[src/rtl/hack_pkg.sv]
// Shared types and widths for the Hack ROM loader: FSM state encoding,
// ROM address/word widths and the running-checksum update helper.
package hack_pkg;

  localparam int HACK_ADDR_W = 15;
  localparam int HACK_WORD_W = 16;

  typedef enum logic [2:0] {
    ST_IDLE    = 3'd0,
    ST_LEN_HI  = 3'd1,
    ST_LEN_LO  = 3'd2,
    ST_DATA_HI = 3'd3,
    ST_DATA_LO = 3'd4,
    ST_WRITE   = 3'd5,
    ST_CHECK   = 3'd6,
    ST_ERROR   = 3'd7
  } hack_state_t;

  // Running XOR over every data byte of the program image.
  function automatic logic [7:0] hack_csum_next(input logic [7:0] csum,
                                                input logic [7:0] data_byte);
    return csum ^ data_byte;
  endfunction

endpackage

[src/rtl/hack_byte_assembler.sv]
// Builds a 16-bit instruction word from two bytes, high byte first, and
// raises a one-cycle valid pulse on the cycle after the low byte lands.
module hack_byte_assembler
  import hack_pkg::*;
(
  input  logic                   clk,
  input  logic                   reset_n,
  input  logic                   hi_en,
  input  logic                   lo_en,
  input  logic [7:0]             byte_in,
  output logic [HACK_WORD_W-1:0] word,
  output logic                   word_valid
);

  logic [HACK_WORD_W-1:0] word_r;
  logic                   valid_r;

  // Byte capture into the word register and valid pulse generation.
  always_ff @(posedge clk or negedge reset_n) begin
    if (!reset_n) begin
      word_r  <= 16'h0000;
      valid_r <= 1'b0;
    end else begin
      valid_r <= lo_en;
      if (hi_en) begin
        word_r[15:8] <= byte_in;
      end else if (lo_en) begin
        word_r[7:0] <= byte_in;
      end
    end
  end

  assign word       = word_r;
  assign word_valid = valid_r;

endmodule

[src/rtl/hack_rom_loader.sv]
// Serial program downloader for the Hack CPU instruction ROM: length header,
// big-endian words, optional XOR checksum (macro HACK_LOADER_CHECKSUM_EN).
module hack_rom_loader
  import hack_pkg::*;
#(
  parameter int MAX_WORDS = 32768
) (
  input  logic                   clk,
  input  logic                   reset_n,
  input  logic                   load_req,
  input  logic [7:0]             rx_data,
  input  logic                   rx_valid,
  output logic                   rx_ready,
  output logic                   rom_we,
  output logic [HACK_ADDR_W-1:0] rom_addr,
  output logic [HACK_WORD_W-1:0] rom_wdata,
  output logic                   cpu_reset,
  output logic                   cpu_hlt,
  output logic                   done,
  output logic                   error
);

  localparam logic [15:0] MAX_N = 16'(MAX_WORDS);

  hack_state_t            state_r;
  hack_state_t            state_nx_s;
  logic [15:0]            len_r;
  logic [HACK_ADDR_W-1:0] addr_r;
  logic                   rx_ready_r;
  logic                   cpu_reset_r;
  logic                   cpu_hlt_r;
  logic                   done_r;
  logic                   error_r;
  logic                   done_nx_s;
  logic                   rx_ready_nx_s;
  logic                   hold_nx_s;
  logic                   error_nx_s;
  logic                   xfer_s;
  logic [15:0]            len_full_s;
  logic                   last_word_s;
`ifdef HACK_LOADER_CHECKSUM_EN
  logic [7:0]             csum_r;
`endif

  assign xfer_s      = rx_valid & rx_ready_r;
  assign len_full_s  = {len_r[15:8], rx_data};
  // 16-bit compare so a full 32768-word image terminates without a wrap write.
  assign last_word_s = (({1'b0, addr_r} + 16'd1) == len_r);

  // Next-state and next-output decode.
  always_comb begin
    state_nx_s = state_r;
    done_nx_s  = 1'b0;
    case (state_r)
      ST_IDLE: begin
        if (load_req) state_nx_s = ST_LEN_HI;
        else          state_nx_s = ST_IDLE;
      end
      ST_LEN_HI: begin
        if (xfer_s) state_nx_s = ST_LEN_LO;
        else        state_nx_s = ST_LEN_HI;
      end
      ST_LEN_LO: begin
        if (!xfer_s) begin
          state_nx_s = ST_LEN_LO;
        end else if (len_full_s > MAX_N) begin
          state_nx_s = ST_ERROR;
        end else if (len_full_s == 16'd0) begin
`ifdef HACK_LOADER_CHECKSUM_EN
          state_nx_s = ST_CHECK;
`else
          state_nx_s = ST_IDLE;
          done_nx_s  = 1'b1;
`endif
        end else begin
          state_nx_s = ST_DATA_HI;
        end
      end
      ST_DATA_HI: begin
        if (xfer_s) state_nx_s = ST_DATA_LO;
        else        state_nx_s = ST_DATA_HI;
      end
      ST_DATA_LO: begin
        if (xfer_s) state_nx_s = ST_WRITE;
        else        state_nx_s = ST_DATA_LO;
      end
      ST_WRITE: begin
        if (last_word_s) begin
`ifdef HACK_LOADER_CHECKSUM_EN
          state_nx_s = ST_CHECK;
`else
          state_nx_s = ST_IDLE;
          done_nx_s  = 1'b1;
`endif
        end else begin
          state_nx_s = ST_DATA_HI;
        end
      end
      ST_CHECK: begin
`ifdef HACK_LOADER_CHECKSUM_EN
        if (!xfer_s) begin
          state_nx_s = ST_CHECK;
        end else if (rx_data == csum_r) begin
          state_nx_s = ST_IDLE;
          done_nx_s  = 1'b1;
        end else begin
          state_nx_s = ST_ERROR;
        end
`else
        state_nx_s = ST_IDLE;
`endif
      end
      ST_ERROR: begin
        if (load_req) state_nx_s = ST_LEN_HI;
        else          state_nx_s = ST_ERROR;
      end
      default: state_nx_s = ST_IDLE;
    endcase

    rx_ready_nx_s = (state_nx_s == ST_LEN_HI)  || (state_nx_s == ST_LEN_LO) ||
                    (state_nx_s == ST_DATA_HI) || (state_nx_s == ST_DATA_LO) ||
                    (state_nx_s == ST_CHECK);
    hold_nx_s     = (state_nx_s != ST_IDLE);
    error_nx_s    = (state_nx_s == ST_ERROR);
  end

  // Loader FSM: state, registered control outputs, length, address and checksum.
  always_ff @(posedge clk or negedge reset_n) begin
    if (!reset_n) begin
      state_r     <= ST_IDLE;
      len_r       <= 16'h0000;
      addr_r      <= 15'h0000;
      rx_ready_r  <= 1'b0;
      cpu_reset_r <= 1'b0;
      cpu_hlt_r   <= 1'b0;
      done_r      <= 1'b0;
      error_r     <= 1'b0;
`ifdef HACK_LOADER_CHECKSUM_EN
      csum_r      <= 8'h00;
`endif
    end else begin
      state_r     <= state_nx_s;
      rx_ready_r  <= rx_ready_nx_s;
      cpu_reset_r <= hold_nx_s;
      cpu_hlt_r   <= hold_nx_s;
      done_r      <= done_nx_s;
      error_r     <= error_nx_s;
      if ((state_r == ST_LEN_HI) && xfer_s) begin
        len_r[15:8] <= rx_data;
      end
      if ((state_r == ST_LEN_LO) && xfer_s) begin
        len_r[7:0] <= rx_data;
        addr_r     <= 15'h0000;
      end else if ((state_r == ST_WRITE) && !last_word_s) begin
        addr_r <= addr_r + 15'd1;
      end
`ifdef HACK_LOADER_CHECKSUM_EN
      if ((state_nx_s == ST_LEN_HI) && (state_r != ST_LEN_HI)) begin
        csum_r <= 8'h00;
      end else if (xfer_s && ((state_r == ST_DATA_HI) || (state_r == ST_DATA_LO))) begin
        csum_r <= hack_csum_next(csum_r, rx_data);
      end
`endif
    end
  end

  hack_byte_assembler u_asm (
    .clk        (clk),
    .reset_n    (reset_n),
    .hi_en      ((state_r == ST_DATA_HI) && xfer_s),
    .lo_en      ((state_r == ST_DATA_LO) && xfer_s),
    .byte_in    (rx_data),
    .word       (rom_wdata),
    .word_valid (rom_we)
  );

  assign rx_ready  = rx_ready_r;
  assign rom_addr  = addr_r;
  assign cpu_reset = cpu_reset_r;
  assign cpu_hlt   = cpu_hlt_r;
  assign done      = done_r;
  assign error     = error_r;

endmodule

[config.mk]
export PLATFORM = sky130hd
export DESIGN_NAME = hack_rom_loader
export DESIGN_NICKNAME = d
export VERILOG_FILES = /design/src/rtl/hack_pkg.sv /design/src/rtl/hack_byte_assembler.sv /design/src/rtl/hack_rom_loader.sv
export SDC_FILE = /design/constraint.sdc
export NUM_CORES = 1
export LEC_CHECK = 0
export BUFFER_PORTS_ARGS = -buffer_cell sky130_fd_sc_hd__buf_2
export CAP_MARGIN = 20
export CORE_ASPECT_RATIO = 0.9
export CORE_MARGIN = 1
export CORE_UTILIZATION = 40
export DETAILED_ROUTE_END_ITERATION = 7
export PLACE_DENSITY = 0.66
export SETUP_SLACK_MARGIN = 0.15
export SLEW_MARGIN = 0
export SYNTH_ARGS = -nofsm -noshare
export SYNTH_HDL_FRONTEND = slang
export SYNTH_SLANG_ARGS = --single-unit
export TNS_END_PERCENT = 20
[constraint.sdc]
create_clock -name clk -period 6.1 [get_ports clk]
set_input_delay 0.305 -clock clk [delete_from_list [all_inputs] [get_ports clk]]
set_output_delay 0.305 -clock clk [all_outputs]
set_load 0.01 [all_outputs]
==> metrics, run 1 <==
R2R Path Start=rom_addr[3]; setup bufs post-CTS=0; total congestion overflow=0; Post-Syn Area=0.003047 mm2; final worst slack=2503 ps; Worst EP arrival=3870 ps; post-cts gate resize count=0; sw frac=39.42%; largest net degree at the start of global routing=56; final setup TNS=0 ps; htree depth=2; Critical Path End Type=register; total number of vias=2522; Synth Warn #=0; Initial DRT Pass Iterations=4; CTS max path bufs=2; fmax=278.0 MHz; proportion of layout cells with a drive suffix above 1=27.65%; Clock Latency Late Sink=320 ps; post-DR vias/cell=5.824; Top Layer Used=met4; reg2reg end=rom_addr[6]; WL met3=436 um; GRT Total Usage=20.61%; synthesized netlist cell count=304; Die Span X=94.00 um; final core occ=47.24%; sw power=0.5672 mW; initial core utilization=42.19%; part of the Yosys area used for sequential elements=45.17%; Primary FF master, synth=dfrtp_1; die height=84.80 um; dpl cell area=0.003303 mm2; Int Power=0.8716 mW; hold buffers post-CTS=0; Post-Syn Nets=317; I/O Buffers=48; Place WS=2566 ps; CTS root buffer=clkbuf_8; Comb pwr share=38.8%; placer congestion estimate=0.8935; number of synthesized register bits=55; via count of the first global-routing pass=2432; Reg clk slew, reported paths=100 ps; final antenna-violating net count=0; final hold vios=0; Crit Path Max Fanout=12; Final HPWL DP=5.185 mm; Synth top cells by count=dfrtp_1, nand2_1, mux2_2; Synth async-reset ratio=100.0%; standard-cell rows=29; slew margin rel.=53.60%; most numerous cell in the Yosys netlist=dfrtp_1; CP bufs+invs=0; total power=1.439 mW; area grow syn2layout=11.95%; RSZ-0062 raised after global routing=no; Slew Viols, Final=0; critical path's most frequent cell=or4_1; top cell type's share of synthesized area=45.17%; Antenna Cells=0; Final setup viols=0; leakage power=1.555 nW; fin crit period=3597 ps; Post-synth EDFFs=0; Slew @ Worst Pin=696.1 ps; Final Instance Area=0.003411 mm2; PwrDens=421.8 mW/mm2; WL final=7.445 mm; Avg WL per Cell=17.19 um; cells on worst reg2reg path=7; startpoint class of the critical path=register; max_cap viols=0; first-pass GRT wire length=12.54 mm; Setup CP Type=register to register; Syn Area/Cell=10.02 um2; # nets final=352; Sink Count=55; die area=0.007970 mm2; fin cells=433; dpl cells=424; Clk network pwr share=15.7%; slowest library cell on the worst path=or4_1; status=finished clean; crit path cell chain=nand4_1 -> or4_1 -> xnor2_1 -> or4_4 -> or4_1 -> a21oi_4 -> a21o_1; Max rail drop VDD=223.5 uV; First DRT Iteration DRCs=211; worst hold slack=93.65 ps; CTS tree=built; Worst Skew=5.674 ps; FF-to-FF setup slack=2500 ps; metal2 WL=3.399 mm; Ports=49; Data required, critical path=6370 ps; CTS Buf Count=5; Metal-1 WL=3.515 mm; final period utilization=58.98%; DRC violations left=0; CP delay by family, top=simple AND/OR/NAND/NOR gates; critical path's largest stage delay=710 ps; Synth cell types=51; core area=0.007221 mm2; area leader, netlist=dfrtp_1; Reg power frac=45.5%; Hold Crit Class=primary input to async pin; antenna violations before repair=0; top cells by area, synth=dfrtp_1, mux2_2, nand2_1, nand3_1, xnor2_1
layout make-up:
class / count / area, um2
Clock buffer: 6 / 82.58
Clock inverter: 2 / 20.02
Fill cell: 694 / 3810
Inverter: 1 / 3.754
Multi-Input combinational cell: 224 / 1544
Sequential cell: 55 / 1376
Tap cell: 93 / 116.4
Timing Repair Buffer: 52 / 267.8
power by group through the flow:
stage,logic [mW],registers (mW),clock network [mW]
2_1_floorplan,0.396,0.635,0
3_3_place_gp,0.551,0.651,0
3_5_place_dp,0.561,0.658,0
4_1_cts,0.564,0.652,0.233
5_1_grt,0.620,0.677,0.247
6_report,0.559,0.654,0.226
cells in the final DEF (no fill, tap or decap), types with 8 or more instances in the layout:
cell       n
dfrtp_1   55
buf_2     49
nand2_1   35
mux2_2    24
nand3_1   17
o21ai_0   10
a21oi_1   10
a21o_1    10
or3_1     10
xnor2_1    9
xor2_1     9
o211ai_1   8
registers in the layout, indices dropped and copies added, names as in the netlist:
signal,cells
cpu_hlt,1
done,1
error,1
u_asm.word_valid,1
u_asm.word,16
rom_addr,15
state_r,3
rx_ready,1
len_r,16
logic make-up (layout without fill, tap and decap cells):
group / Yosys count / count (layout) / synth area share (%)
xor+xnor: 18 / 18 / 5.175
fa+ha+maj: 1 / 1 / 0.4106
compound gates: 59 / 59 / 13.72
flops: 55 / 55 / 45.17
buf+inv: 25 / 61 / 4.148
simple gates: 122 / 122 / 22.50
mux: 24 / 24 / 8.871
routing by layer:
| layer | GRT usage, % | vias to the layer above |
|---|---|---|
| met5 | 0 | - |
| met4 | 7.273 | 0 |
| met3 | 3.170 | 9 |
| met2 | 30.19 | 86 |
| met1 | 30.77 | 1235 |
| li1 | - | 1192 |
worst max-delay path by stage:
stage,cells past startpoint,slack [ps],from,end
floorplan,9,3210,rom_addr[5],rom_addr[1]
global placement,7,2700,rom_addr[3],rom_addr[11]
detailed placement,7,2570,rom_addr[3],rom_addr[6]
CTS,7,2510,rom_addr[3],rom_addr[6]
global route,7,2340,rom_addr[2],rom_addr[6]
finish,7,2500,rom_addr[3],rom_addr[6]
No activity file was read; power rests on OpenSTA's default activity.
==> run 2: changes to the inputs <==
--- a/config.mk
+++ b/config.mk
@@ -5,6 +5,7 @@
 export SDC_FILE = /design/constraint.sdc
 export NUM_CORES = 1
 export LEC_CHECK = 0
+export ABC_AREA = 1
 export BUFFER_PORTS_ARGS = -buffer_cell sky130_fd_sc_hd__buf_2
 export CAP_MARGIN = 20
 export CORE_ASPECT_RATIO = 0.9
==> constraint.sdc (replaced) <==
create_clock -name clk -period 3.7 [get_ports clk]
set_input_delay 0.185 -clock clk [delete_from_list [all_inputs] [get_ports clk]]
set_output_delay 0.185 -clock clk [all_outputs]
set_load 0.01 [all_outputs]
==> metrics, run 2 <==
RSZ-0062 raised after global routing=no; synthesized netlist cell count=387 (+27%); core area=0.007148 mm2 (-1.0%); first-pass GRT wire length=12.54 mm (unchanged); most numerous cell in the Yosys netlist=nand2_1; fin cells=529 (+22%); largest net degree at the start of global routing=37 (-34%); CTS tree=built; DRC violations left=0 (unchanged); PwrDens=802.8 mW/mm2 (+90%); Primary FF master, synth=dfrtp_1; Slew Viols, Final=0 (unchanged); antenna violations before repair=0 (unchanged); Synth async-reset ratio=100.0% (unchanged); final hold vios=0 (unchanged); top cells by area, synth=dfrtp_1, nand2_1, inv_1, o21ai_0, nand3_1; Post-Syn Nets=400 (+26%); Synth cell types=35 (-31%); final antenna-violating net count=0 (unchanged); Syn Area/Cell=7.704 um2 (-23%); final period utilization=66.69% (+7.7 points); standard-cell rows=29 (unchanged); total number of vias=2714 (+7.6%); Initial DRT Pass Iterations=5 (+1); Avg WL per Cell=14.06 um (-18%); Clock Latency Late Sink=320 ps (about the same); dpl cells=520 (+23%); Reg clk slew, reported paths=100 ps (about the same); Critical Path End Type=register; Final setup viols=0 (unchanged); Ports=49 (unchanged); Setup CP Type=register to register; max_cap viols=0 (unchanged); Place WS=1309 ps (-1256 ps); Sink Count=55 (unchanged); placer congestion estimate=0.9150 (+2.4%); Post-synth EDFFs=0 (unchanged); startpoint class of the critical path=register; post-DR vias/cell=5.130 (-12%); initial core utilization=41.71% (-0.48 points); Synth top cells by count=nand2_1, dfrtp_1, inv_1; commonest cells after routing, fill and taps aside=nand2_1, dfrtp_1, inv_1; final worst slack=1232 ps (-1270 ps); Worst EP arrival=2700 ps (-1170 ps); Final HPWL DP=5.811 mm (+12%); Worst Skew=6.188 ps (+0.5141 ps); area leader, netlist=dfrtp_1; slew margin rel.=48.62% (-5.0 points); WL final=7.439 mm (about the same); top cell type's share of synthesized area=46.16% (+0.99 points); part of the Yosys area used for sequential elements=46.16% (+0.99 points); most common cell after layout, fill and taps aside=nand2_1; Data required, critical path=3930 ps (-2440 ps); Max rail drop VDD=315.3 uV (+41%); leakage power=1.701 nW (+9.4%); total congestion overflow=0 (unchanged); Die Span X=93.01 um (-1.1%); Synth Warn #=0 (unchanged); die height=83.91 um (-1.0%); Antenna Cells=0 (unchanged); GRT Total Usage=20.49% (-0.12 points); die area=0.007804 mm2 (-2.1%); Hold Crit Class=primary input to register; Slew @ Worst Pin=767.8 ps (+71.76 ps); fin crit period=2468 ps (-1130 ps); # nets final=448 (+27%); area grow syn2layout=13.97%; CTS max path bufs=2 (unchanged); via count of the first global-routing pass=2608 (+7.2%); final setup TNS=0 ps (unchanged); I/O Buffers=48 (unchanged); Crit Path Max Fanout=15 (+3); Post-Syn Area=0.002982 mm2 (-2.1%); CTS root buffer=clkbuf_8; Fillers=711 (+2.4%); First DRT Iteration DRCs=171 (-19%); number of synthesized register bits=55 (unchanged); CTS Buf Count=5 (unchanged); proportion of layout cells with a drive suffix above 1=18.81% (-8.8 points); fmax=405.2 MHz (+46%); htree depth=2 (unchanged); status=finished clean
==> run 2: power by group <==
group	total, mW	switching, mW	leakage [nW]	internal [mW]
clock network	0.346	0.209	0.0461	0.137
logic	1.26	0.759	0.945	0.497
registers	1.13	0.270	0.711	0.855
total	2.73	1.24	1.70	1.49
==> run 2: layout make-up <==
cell class / count / area, um2 / area share (%)
flip-flops and latches: 55 / 1376 / 40.50
clock inverters: 3 / 23.77 / 0.6996
repair buffers: 50 / 257.7 / 7.585
clock buffers: 5 / 68.82 / 2.025
multi-input cells: 271 / 1360 / 40.02
inverters: 52 / 195.2 / 5.744
well taps: 93 / 116.4 / 3.424
==> run 2: per-layer routing <==
layer	vias up	part of all wire [%]	GRT usage (%)
met5	-	0	0
met4	0	1.1	5.035
met1	1290	48	29.04
met2	70	46	32.22
met3	9	4.6	3.916
li1	1345	-	-
==> run 2: stage by stage <==
step           instance area, um2  util [%]  hold slack [ps]  power (mW)
4_1_cts                      3398     47.54            84.07       2.749
3_5_place_dp                 3296     46.11            166.0       2.395
6_report                     3398     47.54            89.84       2.728
3_3_place_gp                 3296     46.11            150.1       2.368
2_1_floorplan                2982         -           -110.6       1.987
5_1_grt                      3398     47.54            82.67       2.985
==> run 2: worst paths after layout <==
check	endpoint	slack [ps]	cells after the start	start
max	rom_addr[3]	1230	13	rom_addr[0]
min	len_r[3]	90	3	rx_data[3]
max reg2reg	rom_addr[3]	1230	13	rom_addr[0]
min reg2reg	u_asm.word[11]	490	2	u_asm.word[11]
max in group asynchronous	len_r[13]	2550	3	reset_n
min in group asynchronous	rom_addr[3]	330	2	reset_n
==> run 2: critical path, stage by stage (launching register included) <==
cell and delay, ps:
dfrtp_1 510, ha_1 260, nand3_1 150, o21ai_1 190, nand2_1 90, nand2_1 60, nand2_1 60, nor2_1 100
nand2_1 60, nor2_2 100, nand3_2 110, nand2_4 180, nand2_2 240, o21ai_0 260
==> run 2: cells by family (layout without fill, tap and decap cells) <==
logic type                 count (synthesis)  in the layout  synth area share (%)
xor gates and xnor gates                   7              7                 3.063
DFF                                       55             55                 46.16
buffers and inverters                     61            110                 8.224
AOI/OAI and AO/OA                         56             56                 10.79
adders and majority gates                  1              1                0.4196
and+or+nand+nor                          207            207                 31.35
==> run 2: repair_timing <==
action / CTS / global route
setup endpoints to repair: 0 / 0
hold endpoints to repair: 19 / 0
hold buffers: 1 / 0
resized for setup: 0 / 0
setup buffers: 0 / 0
